**config.mk**
```make
export PLATFORM = sky130hd
export DESIGN_NAME = regfile_wb_arbiter
export DESIGN_NICKNAME = d
export VERILOG_FILES = /design/src/rtl/regfile_pkg.sv /design/src/rtl/wb_starve_ctr.sv /design/src/rtl/regfile_wb_arbiter.sv
export SDC_FILE = /design/constraint.sdc
export NUM_CORES = 1
export LEC_CHECK = 0
export BUFFER_PORTS_ARGS = -buffer_cell sky130_fd_sc_hd__buf_2
export CORE_ASPECT_RATIO = 0.6
export CORE_MARGIN = 2
export CORE_UTILIZATION = 52
export CTS_BUF_LIST = sky130_fd_sc_hd__clkbuf_4 sky130_fd_sc_hd__clkbuf_8
export CTS_CLUSTER_SIZE = 20
export DETAILED_ROUTE_END_ITERATION = 12
export GPL_TIMING_DRIVEN = 0
export HOLD_SLACK_MARGIN = 0.1
export PLACE_DENSITY = 0.88
export SYNTH_ARGS = -nofsm -noshare
export SYNTH_HDL_FRONTEND = slang
export SYNTH_SLANG_ARGS = --single-unit
export TNS_END_PERCENT = 5
```
**constraint.sdc**
```tcl
create_clock -name clk -period 4 [get_ports clk]
set_input_delay 0.8 -clock clk [delete_from_list [all_inputs] [get_ports clk]]
set_output_delay 0.8 -clock clk [all_outputs]
set_load 0.005 [all_outputs]
```
**src/rtl/regfile_pkg.sv**
```systemverilog
// Shared register-file constants and writeback-arbiter state encoding.
package regfile_pkg;

    localparam int REG_AW = 5;
    localparam int REG_DW = 32;

    typedef enum logic [0:0] {
        NORMAL  = 1'b0,
        FORCE_M = 1'b1
    } wb_arb_state_t;

endpackage

```
**src/rtl/wb_starve_ctr.sv**
```systemverilog
// Saturating count of stalled multi-cycle cycles; hit flags the current count, hit_next the post-edge count.
// Purely registered count, no backpressure of its own.
module wb_starve_ctr #(
    parameter int MAX_WAIT = 4
) (
    input  logic clk,
    input  logic resetn,
    input  logic inc,
    input  logic clr,
    output logic hit,
    output logic hit_next
);

    localparam logic [3:0] MAX_CNT = 4'(MAX_WAIT);

    logic [3:0] cnt_q, cnt_d;

    always_comb begin
        cnt_d = cnt_q;
        if (clr) begin
            cnt_d = '0;
        end else if (inc && cnt_q != MAX_CNT) begin
            cnt_d = cnt_q + 4'd1;
        end
    end

    always_ff @(posedge clk or negedge resetn) begin
        if (!resetn) begin
            cnt_q <= '0;
        end else begin
            cnt_q <= cnt_d;
        end
    end

    assign hit      = (cnt_q == MAX_CNT);
    assign hit_next = (cnt_d == MAX_CNT);

endmodule

```
**src/rtl/regfile_wb_arbiter.sv**
```systemverilog
// Regfile write-port arbiter, pipeline vs multi-cycle unit; WB_STALL_STATS_EN adds stall_cnt.
// Winning write appears one cycle after the transfer; readies are combinational, m forced after MAX_WAIT stalls.
module regfile_wb_arbiter
    import regfile_pkg::*;
#(
    parameter int DW       = REG_DW,
    parameter int AW       = REG_AW,
    parameter int MAX_WAIT = 4
) (
    input  logic          clk,
    input  logic          resetn,
    input  logic          p_valid,
    input  logic [AW-1:0] p_regW,
    input  logic [DW-1:0] p_dat,
    output logic          p_ready,
    input  logic          m_valid,
    input  logic [AW-1:0] m_regW,
    input  logic [DW-1:0] m_dat,
    output logic          m_ready,
    output logic          RegWrite,
    output logic [AW-1:0] regW,
    output logic [DW-1:0] Wdat
`ifdef WB_STALL_STATS_EN
    ,
    output logic [15:0]   stall_cnt
`endif
);

    wb_arb_state_t state_q, state_d;
    logic          p_xfer, m_xfer;
    logic          hit, hit_next;
    logic          wr_en;
    logic [AW-1:0] wr_addr;
    logic [DW-1:0] wr_dat;
    logic          regwrite_q;
    logic [AW-1:0] regw_q;
    logic [DW-1:0] wdat_q;

    // Readies held low during reset so nothing is consumed before the block is live.
    always_comb begin
        p_ready = 1'b0;
        m_ready = 1'b0;
        if (resetn) begin
            case (state_q)
                NORMAL: begin
                    p_ready = 1'b1;
                    m_ready = !p_valid || (m_valid && m_regW == p_regW);
                end
                FORCE_M: begin
                    m_ready = 1'b1;
                end
                default: ;
            endcase
        end
    end

    assign p_xfer = p_valid && p_ready;
    assign m_xfer = m_valid && m_ready;

    wb_starve_ctr #(
        .MAX_WAIT (MAX_WAIT)
    ) u_starve (
        .clk      (clk),
        .resetn   (resetn),
        .inc      (m_valid && !m_ready),
        .clr      (m_xfer),
        .hit      (hit),
        .hit_next (hit_next)
    );

    always_comb begin
        state_d = state_q;
        case (state_q)
            NORMAL:  if (hit || hit_next) state_d = FORCE_M;
            FORCE_M: if (m_xfer) state_d = NORMAL;
            default: state_d = NORMAL;
        endcase
    end

    // Pipeline wins the mux; on a WAW squash both transfer but only p is written.
    assign wr_addr = p_xfer ? p_regW : m_regW;
    assign wr_dat  = p_xfer ? p_dat  : m_dat;
    assign wr_en   = (p_xfer || m_xfer) && (wr_addr != '0);

    always_ff @(posedge clk or negedge resetn) begin
        if (!resetn) begin
            state_q    <= NORMAL;
            regwrite_q <= 1'b0;
            regw_q     <= '0;
            wdat_q     <= '0;
        end else begin
            state_q    <= state_d;
            regwrite_q <= wr_en;
            if (wr_en) begin
                regw_q <= wr_addr;
                wdat_q <= wr_dat;
            end
        end
    end

    assign RegWrite = regwrite_q;
    assign regW     = regw_q;
    assign Wdat     = wdat_q;

`ifdef WB_STALL_STATS_EN
    logic [15:0] stall_cnt_q;

    always_ff @(posedge clk or negedge resetn) begin
        if (!resetn) begin
            stall_cnt_q <= '0;
        end else if (p_valid && !p_ready && stall_cnt_q != 16'hFFFF) begin
            stall_cnt_q <= stall_cnt_q + 16'd1;
        end
    end

    assign stall_cnt = stall_cnt_q;
`endif

endmodule

```
# Word-level counts from Yosys, hierarchy flattened

Cells that the tools add are included.

Logic and storage cells: 34
Flip-flop bits (word level): 43
Output and inout bits: 40

Add/sub/neg operators: 1
Equal/unequal tests: 4
Multiplexer cells: 11
Bitwise logic cells: 1
Reductions and logical operators: 12

Operators with widths:

| cell                | count |
|---|---|
| $mux 32             | 1 |
| $eq 4x3->1 const B  | 2 |
| $mux 4              | 2 |
| $logic_and 1x1->1   | 6 |
| $eq 5x5->1          | 1 |
| $mux 1              | 5 |
| $mux 5              | 1 |
| $reduce_bool 5->1   | 1 |
| $add 4x1->4 const B | 1 |
| $ne 4x3->1 const B  | 1 |
| $pmux 1 s2          | 2 |
| $logic_or 1x1->1    | 3 |
| $logic_not 1->1     | 2 |
| $not 1->1           | 1 |

# Logic depth before layout (Yosys ltp)

Gate-level depths: netlist of the first run.

Depth after elaboration: 14
Mapped depth: 7
Gate-level depth less buffers: 7

# Cells and area by module

From an unflattened synthesis of the first run, not the netlist that was laid out.

Cells, all modules: 188
Area total of the unflattened synthesis: 2387.3 um^2

Modules (own cells, without submodules):

| module             | seq. area each (um^2) | area each (um^2) | cells each | times used |
|---|---|---|---|---|
| regfile_wb_arbiter | 975.9                 | 2120.8           | 159        | 1 |
| wb_starve_ctr      | 100.1                 | 266.5            | 29         | 1 |

# Worst setup path before layout of the first run

Ideal clock, no wire load.

Kind: input port to output port
Start point: input m_valid
End point: output m_ready
Data required time: 3.200 ns
Arrival: 1.506 ns
Path slack: 1.694 ns
Stages on the path: 4
Cell sequence: buf_4 > nand2_1 > nor4_2 > a22o_1

Word-level cells in the longest chain between the ends: 4

Ends and longest elaborated chain:

| what              | RTL line                 | source |
|---|---|---|
| from (decl)       | regfile_wb_arbiter.sv:16 | `input logic m_valid,` |
| $logic_and 1x1->1 | regfile_wb_arbiter.sv:47 | `m_ready = !p_valid \|\| (m_valid && m_regW == p_regW);` |
| $logic_or 1x1->1  | regfile_wb_arbiter.sv:47 |  |
| $pmux 1 s2        | regfile_wb_arbiter.sv:44 | `case (state_q)` |
| $mux 1            | regfile_wb_arbiter.sv:43 | `if (resetn) begin` |
| to (decl)         | regfile_wb_arbiter.sv:19 | `output logic m_ready,` |

Every way passes these cells.

# Worst setup path after layout of the first run

Start point: input resetn
End point: output m_ready

Word-level cells in the longest chain between the ends: 1

Ends and longest elaborated chain:

| what        | RTL line                 | source |
|---|---|---|
| from (decl) | regfile_wb_arbiter.sv:11 | `input logic resetn,` |
| $mux 1      | regfile_wb_arbiter.sv:43 |  |

Every way passes these cells.

==> results of run 1 <==
==> path summary, 6_finish.rpt <==
kind	start	end	slack, ns
setup reg to reg	state_q$_DFF_PN0_	Wdat[3]$_DFFE_PN0P_	2.21
hold reg to reg	Wdat[5]$_DFFE_PN0P_	Wdat[5]$_DFFE_PN0P_	0.52
hold / removal	Wdat[5]$_DFFE_PN0P_	Wdat[5]$_DFFE_PN0P_	0.52
min in group asynchronous	resetn	Wdat[22]$_DFFE_PN0P_	0.65
max in group asynchronous	resetn	Wdat[3]$_DFFE_PN0P_	2.74
setup / recovery	resetn	m_ready	0.70
==> worst max-delay path, cell delays in order <==
cell and delay [ns]:
buf_2 0.72, buf_6 0.23, nand2_1 0.11, nor4_2 0.30, a22o_1 0.20, buf_2 0.11
==> metrics by stage <==
stage,setup slack (ns),utilization,power (mW),cells
6_report,0.697,0.711,1.54,402
3_5_place_dp,0.635,0.686,1.20,394
3_3_place_gp,0.659,0.686,1.18,394
4_1_cts,0.627,0.711,1.55,402
5_1_grt,0.429,0.711,1.64,402
2_1_floorplan,1.69,-,0.987,215
==> cell usage after synthesis <==
master / instances / area (sq um)
and3_1: 2 / 12.5
nand2_2: 1 / 6.26
dfrtp_1: 43 / 1080
nand2_1: 5 / 18.8
nand3_1: 1 / 5.00
a22o_1: 1 / 8.76
nor2b_1: 4 / 25.0
inv_1: 4 / 15.0
a211oi_1: 1 / 7.51
or4_1: 1 / 7.51
o22ai_1: 1 / 6.26
o21ai_4: 1 / 16.3
xor2_1: 5 / 43.8
o21ai_0: 1 / 5.00
buf_2: 3 / 15.0
mux2_2: 1 / 11.3
a21oi_2: 35 / 307
nor3_1: 2 / 10.0
buf_6: 8 / 90.1
a21oi_4: 1 / 16.3
nand3b_1: 1 / 7.51
nor2_4: 2 / 22.5
a21oi_1: 4 / 20.0
or2b_4: 1 / 11.3
ha_1: 2 / 25.0
buf_4: 1 / 7.51
nor2_2: 32 / 200
a311o_1: 2 / 20.0
xnor2_1: 1 / 8.76
o31ai_4: 1 / 21.3
o31ai_1: 1 / 7.51
nor2_1: 7 / 26.3
nand4_1: 1 / 6.26
o2111ai_1: 1 / 8.76
nor4_2: 1 / 12.5
mux2i_1: 35 / 350
or4_4: 1 / 11.3
==> power groups by stage <==
stage / registers, mW / logic, mW / clock network (mW)
2_1_floorplan: 0.647 / 0.339 / 0
3_3_place_gp: 0.639 / 0.541 / 0
3_5_place_dp: 0.645 / 0.558 / 0
4_1_cts: 0.637 / 0.560 / 0.358
5_1_grt: 0.654 / 0.612 / 0.376
6_report: 0.637 / 0.554 / 0.352
==> area by class of cell <==
cell class	instances	area (sq um)	share of cell area
multi-input cells	156	1270	0.390
flip-flops and latches	43	1080	0.331
repair buffers	116	581	0.179
plain buffers	12	113	0.0347
clock buffers	6	82.6	0.0254
well taps	63	78.8	0.0243
clock inverters	2	35.0	0.0108
inverters	4	15.0	0.00462
==> logic make-up (layout without fill, tap and decap cells) <==
| logic type | after synthesis | in the layout | share of synthesized area |
|---|---|---|---|
| AO/OA/AOI/OAI | 50 | 50 | 0.180 |
| XOR/XNOR | 6 | 6 | 0.0213 |
| multiplexers | 36 | 36 | 0.146 |
| flip-flops | 43 | 43 | 0.436 |
| buffers and inverters | 16 | 140 | 0.0517 |
| adder cells (fa/ha/maj) | 2 | 2 | 0.0101 |
| AND/OR/NAND/NOR | 62 | 62 | 0.155 |
==> state kept, by name, indices dropped and copies added (netlist names) <==
name / count
Wdat: 32
regW: 5
RegWrite: 1
state_q: 1
u_starve.cnt_q: 4
==> layer usage <==
| layer | part of all wire | track usage | up-vias |
|---|---|---|---|
| met4 | 0.0055 | 0.0504 | 0 |
| met3 | 0.085 | 0.0568 | 4 |
| met5 | 0 | 0 | - |
| met2 | 0.44 | 0.359 | 88 |
| li1 | - | - | 995 |
| met1 | 0.47 | 0.297 | 932 |
==> cells in the final DEF (no fill, tap or decap), drive strengths merged <==
cell,n
mux2i,35
bufinv,1
inv,4
nand2,6
o21ai,2
xor2,5
nor2b,4
nor3,2
nor2,41
nand3b,1
clkbuf,6
or4,2
ha,2
or2b,1
nor4,1
nand3,1
buf,128
mux2,1
nand4,1
xnor2,1
o22ai,1
o2111ai,1
clkinv,1
a211oi,1
o31ai,2
and3,2
dfrtp,43
a311o,2
a22o,1
a21oi,40
==> results.py, run 1 <==
metrics = {
    "min_path": {
        "min_path_type": "reg -> reg",
        "hold_path_depth": 2,
    },
    "finish": {
        "syn_to_final_growth_pct": 31.5,
        "design_area_sq_um": 3250,
        "n_antenna_cell": 0,
        "drive_above_1_share": 0.628,
        "fill_cells": 369,
        "nNetsFinal": 418,
    },
    "clocking": {
        "cts_hold_buf": 0,
        "path_clk_slew_ns": 0.08,
        "cts_tree": "yes",
        "clock_sinks": 43,
        "post_cts_resized": 0,
        "cts_buffer_depth": 2,
        "cts_root_buf": "clkbuf_8",
        "cts_setup_buffers": 0,
        "cts_inserted_buffers": 5,
        "htreeDepth": 2,
        "clk_latency_ns": 0.30,
    },
    "synthesis": {
        "ys.warnings.count": 0,
        "synthCells": 215,
        "syn_nets": 295,
        "synth_cell_types": 37,
        "ys_ff_latch": 43,
        "yosysSeqAreaShare": 0.436,
        "syn_area_per_cell_sq_um": 11.5,
        "syn-cell-area_sq_um": 2470,
    },
    "timing": {
        "max_slew_margin": 0.354,
        "setup_tns_ns": 0,
        "fmax_mhz": 303,
        "holdWs_ns": 0.524,
        "slew_violations": 0,
        "finalCriticalPeriod_ns": 3.30,
        "hold_violations": 0,
        "rsz0062_at_grt": "no",
        "post-route-period-util": 0.826,
        "finalClockSkew_ns": 0.0105,
        "worst_pin_slew_ns": 0.970,
        "finalSetupViolCount": 0,
    },
    "detailed_routing": {
        "drc": 0,
        "vias": 2019,
        "drt_pass1_iterations": 4,
        "vias_per_cell": 5.02,
        "routed_wl_mm": 5.60,
        "antenna_left": 0,
        "avgRoutedWirePerCell_microns": 13.9,
        "drt-initial-drc-count": 78,
    },
    "power": {
        "p_int_mw": 1.02,
        "power.density_nw_per_um2": 475,
        "power_frac_comb": 0.359,
        "netSwitchingFraction": 0.337,
        "p_clk_frac": 0.228,
        "power_switching_mw": 0.520,
        "ir_drop_mv": 0.318,
        "p_seq_frac": 0.413,
        "leakage_nw": 1.63,
    },
    "worst_setup_path": {
        "path_class": "in -> out",
        "arrival_ns": 2.50,
        "cp.required_ns": 3.20,
        "ff2ff_path_depth": 5,
        "worstSetupStartpointType": "input port",
        "end_kind": "primary output",
        "crit_fanout": 44,
    },
    "global_route": {
        "grtUsageTotal": 0.219,
        "grt_pass1_vias": 1988,
        "overflow": 0,
        "antenna_found_initial": 0,
        "grt_max_degree": 45,
        "grt_pass1_wl_mm": 9.09,
    },
    "die": {
        "die_w_microns": 93.0,
        "dieArea_sq_um": 5340,
        "dieHeight_microns": 57.4,
        "core_area_sq_um": 4560,
        "top_level_ports": 118,
        "rows": 19,
        "initial_core_util": 0.541,
    },
    "place": {
        "place_hpwl_mm": 4.28,
        "routabilityCongestion": 0.854,
        "portBuffers": 116,
        "place_area_sq_um": 3130,
    },
    "status": {
        "status": "completed",
    },
    "job": {
        "max_cap_violations": 0,
    },
}
(Power assumes the default switching activity.)
==> run 2: changes to the inputs <==
--- a/config.mk
+++ b/config.mk
@@ -8,13 +8,13 @@
 export BUFFER_PORTS_ARGS = -buffer_cell sky130_fd_sc_hd__buf_2
 export CORE_ASPECT_RATIO = 0.6
 export CORE_MARGIN = 2
-export CORE_UTILIZATION = 52
+export CORE_UTILIZATION = 43
 export CTS_BUF_LIST = sky130_fd_sc_hd__clkbuf_4 sky130_fd_sc_hd__clkbuf_8
 export CTS_CLUSTER_SIZE = 20
 export DETAILED_ROUTE_END_ITERATION = 12
 export GPL_TIMING_DRIVEN = 0
 export HOLD_SLACK_MARGIN = 0.1
-export PLACE_DENSITY = 0.88
+export PLACE_DENSITY = 0.78
 export SYNTH_ARGS = -nofsm -noshare
 export SYNTH_HDL_FRONTEND = slang
 export SYNTH_SLANG_ARGS = --single-unit
==> constraint.sdc (replaced) <==
create_clock -name clk -period 2.9 [get_ports clk]
set_input_delay 0.58 -clock clk [delete_from_list [all_inputs] [get_ports clk]]
set_output_delay 0.58 -clock clk [all_outputs]
set_load 0.005 [all_outputs]
==> results.py, run 2 (synthesized netlist as in run 1, its figures left out) <==
metrics = {
    "clocking": {
        "cts_inserted_buffers": 5,
        "cts_tree": "yes",
        "clk_latency_ns": 0.29,
        "cts_hold_buf": 0,
        "cts_root_buf": "clkbuf_8",
        "htreeDepth": 2,
        "clock_sinks": 43,
        "path_clk_slew_ns": 0.07,
        "cts_buffer_depth": 2,
    },
    "finish": {
        "fill_cells": 536,
        "final_util": 0.580,
        "ff_latch_area_sq_um": 1080,
        "final_common_cell": "buf_2",
        "multi_input_area_sq_um": 1270,
        "syn_to_final_growth_pct": 30.7,
        "design_area_sq_um": 3230,
        "nNetsFinal": 418,
        "largest_reg_flops": 32,
        "n_antenna_cell": 0,
        "mostFrequentLayoutCells": "buf_2, dfrtp_1, mux2i_1, a21oi_2, nor2_2",
        "drive_above_1_share": 0.626,
    },
    "die": {
        "dieArea_sq_um": 6390,
        "dieHeight_microns": 62.7,
        "top_level_ports": 118,
        "initial_core_util": 0.443,
        "die_w_microns": 102,
        "rows": 21,
        "core_area_sq_um": 5570,
    },
    "min_path": {
        "min_path_type": "in -> async",
    },
    "detailed_routing": {
        "vias_per_cell": 4.93,
        "routed_wl_mm": 5.76,
        "drc": 0,
        "vias": 2054,
        "avgRoutedWirePerCell_microns": 13.8,
        "drt-initial-drc-count": 105,
        "antenna_left": 0,
        "drt_pass1_iterations": 4,
    },
    "place": {
        "place_hpwl_mm": 4.47,
        "routabilityCongestion": 0.848,
        "portBuffers": 116,
        "place_area_sq_um": 3150,
    },
    "timing": {
        "hold_violations": 0,
        "post-route-period-util": 0.895,
        "rsz0062_at_grt": "no",
        "fmax_mhz": 385,
        "finalClockSkew_ns": 0.00256,
        "holdWs_ns": 0.282,
        "finalCriticalPeriod_ns": 2.60,
        "max_slew_margin": 0.568,
        "worst_pin_slew_ns": 0.641,
        "slew_violations": 0,
        "finalSetupViolCount": 0,
    },
    "job": {
        "max_cap_violations": 0,
    },
    "worst_setup_path": {
        "arrival_ns": 2.02,
        "startpoint": "resetn",
        "cp.required_ns": 2.32,
        "end_kind": "primary output",
        "worstSetupStartpointType": "input port",
        "path_delay_family": "buffers and inverters",
        "slowest_stage": "buf_4",
        "r2r-start": "state_q$_DFF_PN0_",
        "cp_num_buf_inv": 3,
        "crit_fanout": 44,
        "path_class": "in -> out",
        "worstPathCellList": "buf_4 > buf_6 > nand2_1 > nor4_2 > a22o_1 > buf_2",
        "slowest_delay_ns": 0.45,
    },
    "global_route": {
        "overflow": 0,
        "antenna_found_initial": 0,
        "grt_pass1_vias": 2118,
        "grt_max_degree": 45,
        "grt_pass1_wl_mm": 9.80,
        "grtUsageTotal": 0.190,
    },
    "power": {
        "power.density_nw_per_um2": 621,
        "ir_drop_mv": 0.227,
        "leakage_nw": 1.61,
    },
    "status": {
        "status": "completed",
    },
}
-- run 2: worst paths after layout --
check / to / slack, ns / cells past startpoint
min in group clk: Wdat[26]$_DFFE_PN0P_ / 0.52 / 2
min reg2reg: Wdat[26]$_DFFE_PN0P_ / 0.52 / 2
max: m_ready / 0.30 / 6
max in group asynchronous: Wdat[26]$_DFFE_PN0P_ / 2.23 / 1
max reg2reg: Wdat[30]$_DFFE_PN0P_ / 1.17 / 5
min: Wdat[3]$_DFFE_PN0P_ / 0.28 / 1
-- run 2: what timing repair did --
action	4_1_cts	5_1_grt
resized for setup	1	0
buffers inserted	0	0
endpoints found under the setup margin	1	0
-- run 2: worst reg2reg max path, cell delays in order (launching register included) --
cell	delay, ns
dfrtp_1	0.44
nor2b_1	0.30
nand2_2	0.24
buf_2	0.31
mux2i_1	0.26
a21oi_2	0.08
-- run 2: final cells by class --
cell class | instances | area share
multi-input combinational | 156 | 0.392
tap | 80 | 0.0310
sequential | 43 | 0.333
inverter | 4 | 0.00465
clock buffer | 6 | 0.0236
buffer | 12 | 0.0349
timing repair buffer | 116 | 0.181
-- run 2: where the power goes --
group,total (mW),switching (mW),internal (mW)
clock network,0.359,0.188,0.170
registers,0.883,0.125,0.758
logic,0.763,0.387,0.376
-- run 2: metrics by stage --
stage                     setup TNS (ns)  setup WS [ns]  power (mW)  cells
after global routing                   0          0.176        2.15    417
after floorplan                        0           1.03        1.36    215
after detailed placement         -0.0522        -0.0522        1.66    411
after global placement           -0.0248        -0.0248        1.63    411
after CTS                              0          0.278        2.03    417
final                                  0          0.304        2.00    417
-- run 2: per-layer routing --
metal | wire length, microns | global-route usage | up-vias | part of all wire
li1 | - | - | 996 | -
met1 | 2770 | 0.261 | 973 | 0.48
met2 | 2570 | 0.309 | 80 | 0.45
met3 | 388 | 0.0391 | 5 | 0.067
met4 | 30 | 0.0450 | 0 | 0.0052
met5 | 0 | 0 | - | 0
==> run 3: changes to the inputs <==
--- a/config.mk
+++ b/config.mk
@@ -8,13 +8,13 @@
 export BUFFER_PORTS_ARGS = -buffer_cell sky130_fd_sc_hd__buf_2
 export CORE_ASPECT_RATIO = 0.6
 export CORE_MARGIN = 2
-export CORE_UTILIZATION = 43
+export CORE_UTILIZATION = 48
 export CTS_BUF_LIST = sky130_fd_sc_hd__clkbuf_4 sky130_fd_sc_hd__clkbuf_8
 export CTS_CLUSTER_SIZE = 20
 export DETAILED_ROUTE_END_ITERATION = 12
 export GPL_TIMING_DRIVEN = 0
 export HOLD_SLACK_MARGIN = 0.1
-export PLACE_DENSITY = 0.78
+export PLACE_DENSITY = 0.82
 export SYNTH_ARGS = -nofsm -noshare
 export SYNTH_HDL_FRONTEND = slang
 export SYNTH_SLANG_ARGS = --single-unit
==> constraint.sdc (replaced) <==
create_clock -name clk -period 2.7 [get_ports clk]
set_input_delay 0.54 -clock clk [delete_from_list [all_inputs] [get_ports clk]]
set_output_delay 0.54 -clock clk [all_outputs]
set_load 0.005 [all_outputs]
==> results.py, run 3 (synthesized netlist as in run 1, its figures left out) <==
metrics = {
    "status": {
        "status": "completed",
    },
    "die": {
        "dieArea_sq_um": 5750,
        "rows": 20,
        "dieHeight_microns": 59.6,
        "initial_core_util": 0.494,
        "die_w_microns": 96.6,
        "top_level_ports": 118,
        "core_area_sq_um": 5000,
    },
    "finish": {
        "fill_cells": 406,
        "nNetsFinal": 418,
        "design_area_sq_um": 3240,
        "largest_reg_flops": 32,
        "final_common_cell": "buf_2",
        "n_antenna_cell": 0,
        "syn_to_final_growth_pct": 31.3,
        "drive_above_1_share": 0.627,
        "mostFrequentLayoutCells": "buf_2, dfrtp_1, mux2i_1, a21oi_2, nor2_2",
    },
    "timing": {
        "finalClockSkew_ns": 0.00310,
        "post-route-period-util": 0.921,
        "finalSetupViolCount": 0,
        "slew_violations": 0,
        "rsz0062_at_grt": "no",
        "max_slew_margin": 0.534,
        "worst_pin_slew_ns": 0.692,
        "fmax_mhz": 402,
        "setup_tns_ns": 0,
        "finalCriticalPeriod_ns": 2.49,
        "hold_violations": 0,
    },
    "worst_setup_path": {
        "slowest_delay_ns": 0.44,
        "arrival_ns": 1.95,
        "slowest_stage": "buf_4",
        "cp.required_ns": 2.16,
        "path_class": "in -> out",
        "end_kind": "primary output",
        "path_delay_family": "buffers and inverters",
        "worstSetupStartpointType": "input port",
        "worstPathCellList": "buf_4 > buf_6 > nand2_1 > nor4_2 > a22o_1 > buf_2",
        "cp_num_buf_inv": 3,
        "crit_fanout": 44,
    },
    "global_route": {
        "antenna_found_initial": 0,
        "grt_max_degree": 45,
        "grt_pass1_wl_mm": 9.27,
        "grt_pass1_vias": 1895,
        "overflow": 0,
        "grtUsageTotal": 0.207,
    },
    "detailed_routing": {
        "drt-initial-drc-count": 46,
        "avgRoutedWirePerCell_microns": 13.9,
        "vias": 2007,
        "drt_pass1_iterations": 4,
        "antenna_left": 0,
        "routed_wl_mm": 5.62,
        "vias_per_cell": 4.97,
        "drc": 0,
    },
    "job": {
        "max_cap_violations": 0,
    },
    "clocking": {
        "cts_root_buf": "clkbuf_8",
        "htreeDepth": 2,
        "cts_tree": "yes",
        "path_clk_slew_ns": 0.08,
        "clk_latency_ns": 0.29,
        "cts_inserted_buffers": 5,
        "cts_hold_buf": 0,
        "cts_buffer_depth": 2,
        "clock_sinks": 43,
    },
    "power": {
        "ir_drop_mv": 0.304,
        "leakage_nw": 1.62,
        "power.density_nw_per_um2": 694,
    },
    "place": {
        "routabilityCongestion": 0.884,
        "portBuffers": 116,
        "place_hpwl_mm": 4.22,
        "place_area_sq_um": 3130,
    },
    "min_path": {
        "min_path_type": "in -> async",
    },
}
run 3: per-layer routing:
metal  vias up  wire length (microns)  track usage
met2        83                   2370        0.303
met4         0                     27       0.0483
li1        993                      -            -
met3         2                    452       0.0837
met5         -                      0            0
met1       929                   2760        0.290
run 3: cell type report:
| cell class | count | area (sq um) | area share |
|---|---|---|---|
| buffer | 12 | 113 | 0.0347 |
| clock inverter | 1 | 30.0 | 0.00926 |
| multi-input combinational | 156 | 1270 | 0.391 |
| sequential | 43 | 1080 | 0.332 |
| timing repair buffer | 116 | 583 | 0.180 |
| inverter | 4 | 15.0 | 0.00463 |
| clock buffer | 6 | 76.3 | 0.0235 |
| tap | 66 | 82.6 | 0.0255 |
run 3: worst paths after layout:
check                                     start                    to  slack, ns  depth (start not counted)
min in group clk           Wdat[18]$_DFFE_PN0P_  Wdat[18]$_DFFE_PN0P_       0.52                          2
min reg2reg                Wdat[18]$_DFFE_PN0P_  Wdat[18]$_DFFE_PN0P_       0.52                          2
max                                      resetn               m_ready       0.21                          6
max reg2reg                   state_q$_DFF_PN0_  Wdat[21]$_DFFE_PN0P_       0.90                          5
min                                      resetn   regW[1]$_DFFE_PN0P_       0.23                          1
max in group asynchronous                resetn  Wdat[20]$_DFFE_PN0P_       2.09                          1
run 3: power by group:
group / switching [mW] / internal, mW / total [mW]
logic: 0.416 / 0.402 / 0.818
registers: 0.133 / 0.814 / 0.947
clock network: 0.205 / 0.281 / 0.487
run 3: timing repair:
action / in CTS / in global routing
endpoints found under the setup margin: 1 / 0
setup buffers: 0 / 0
gates resized for setup: 1 / 0
run 3: per-stage QoR:
step	utilization	hold slack, ns	worst slack (ns)	total power [mW]	std cells
floorplan	-	0.244	0.912	1.46	215
global placement	0.626	0.504	-0.141	1.75	397
detailed placement	0.626	0.507	-0.159	1.78	397
CTS	0.648	0.250	0.172	2.27	404
global route	0.648	0.254	0.0257	2.42	404
finish	0.648	0.230	0.213	2.25	404
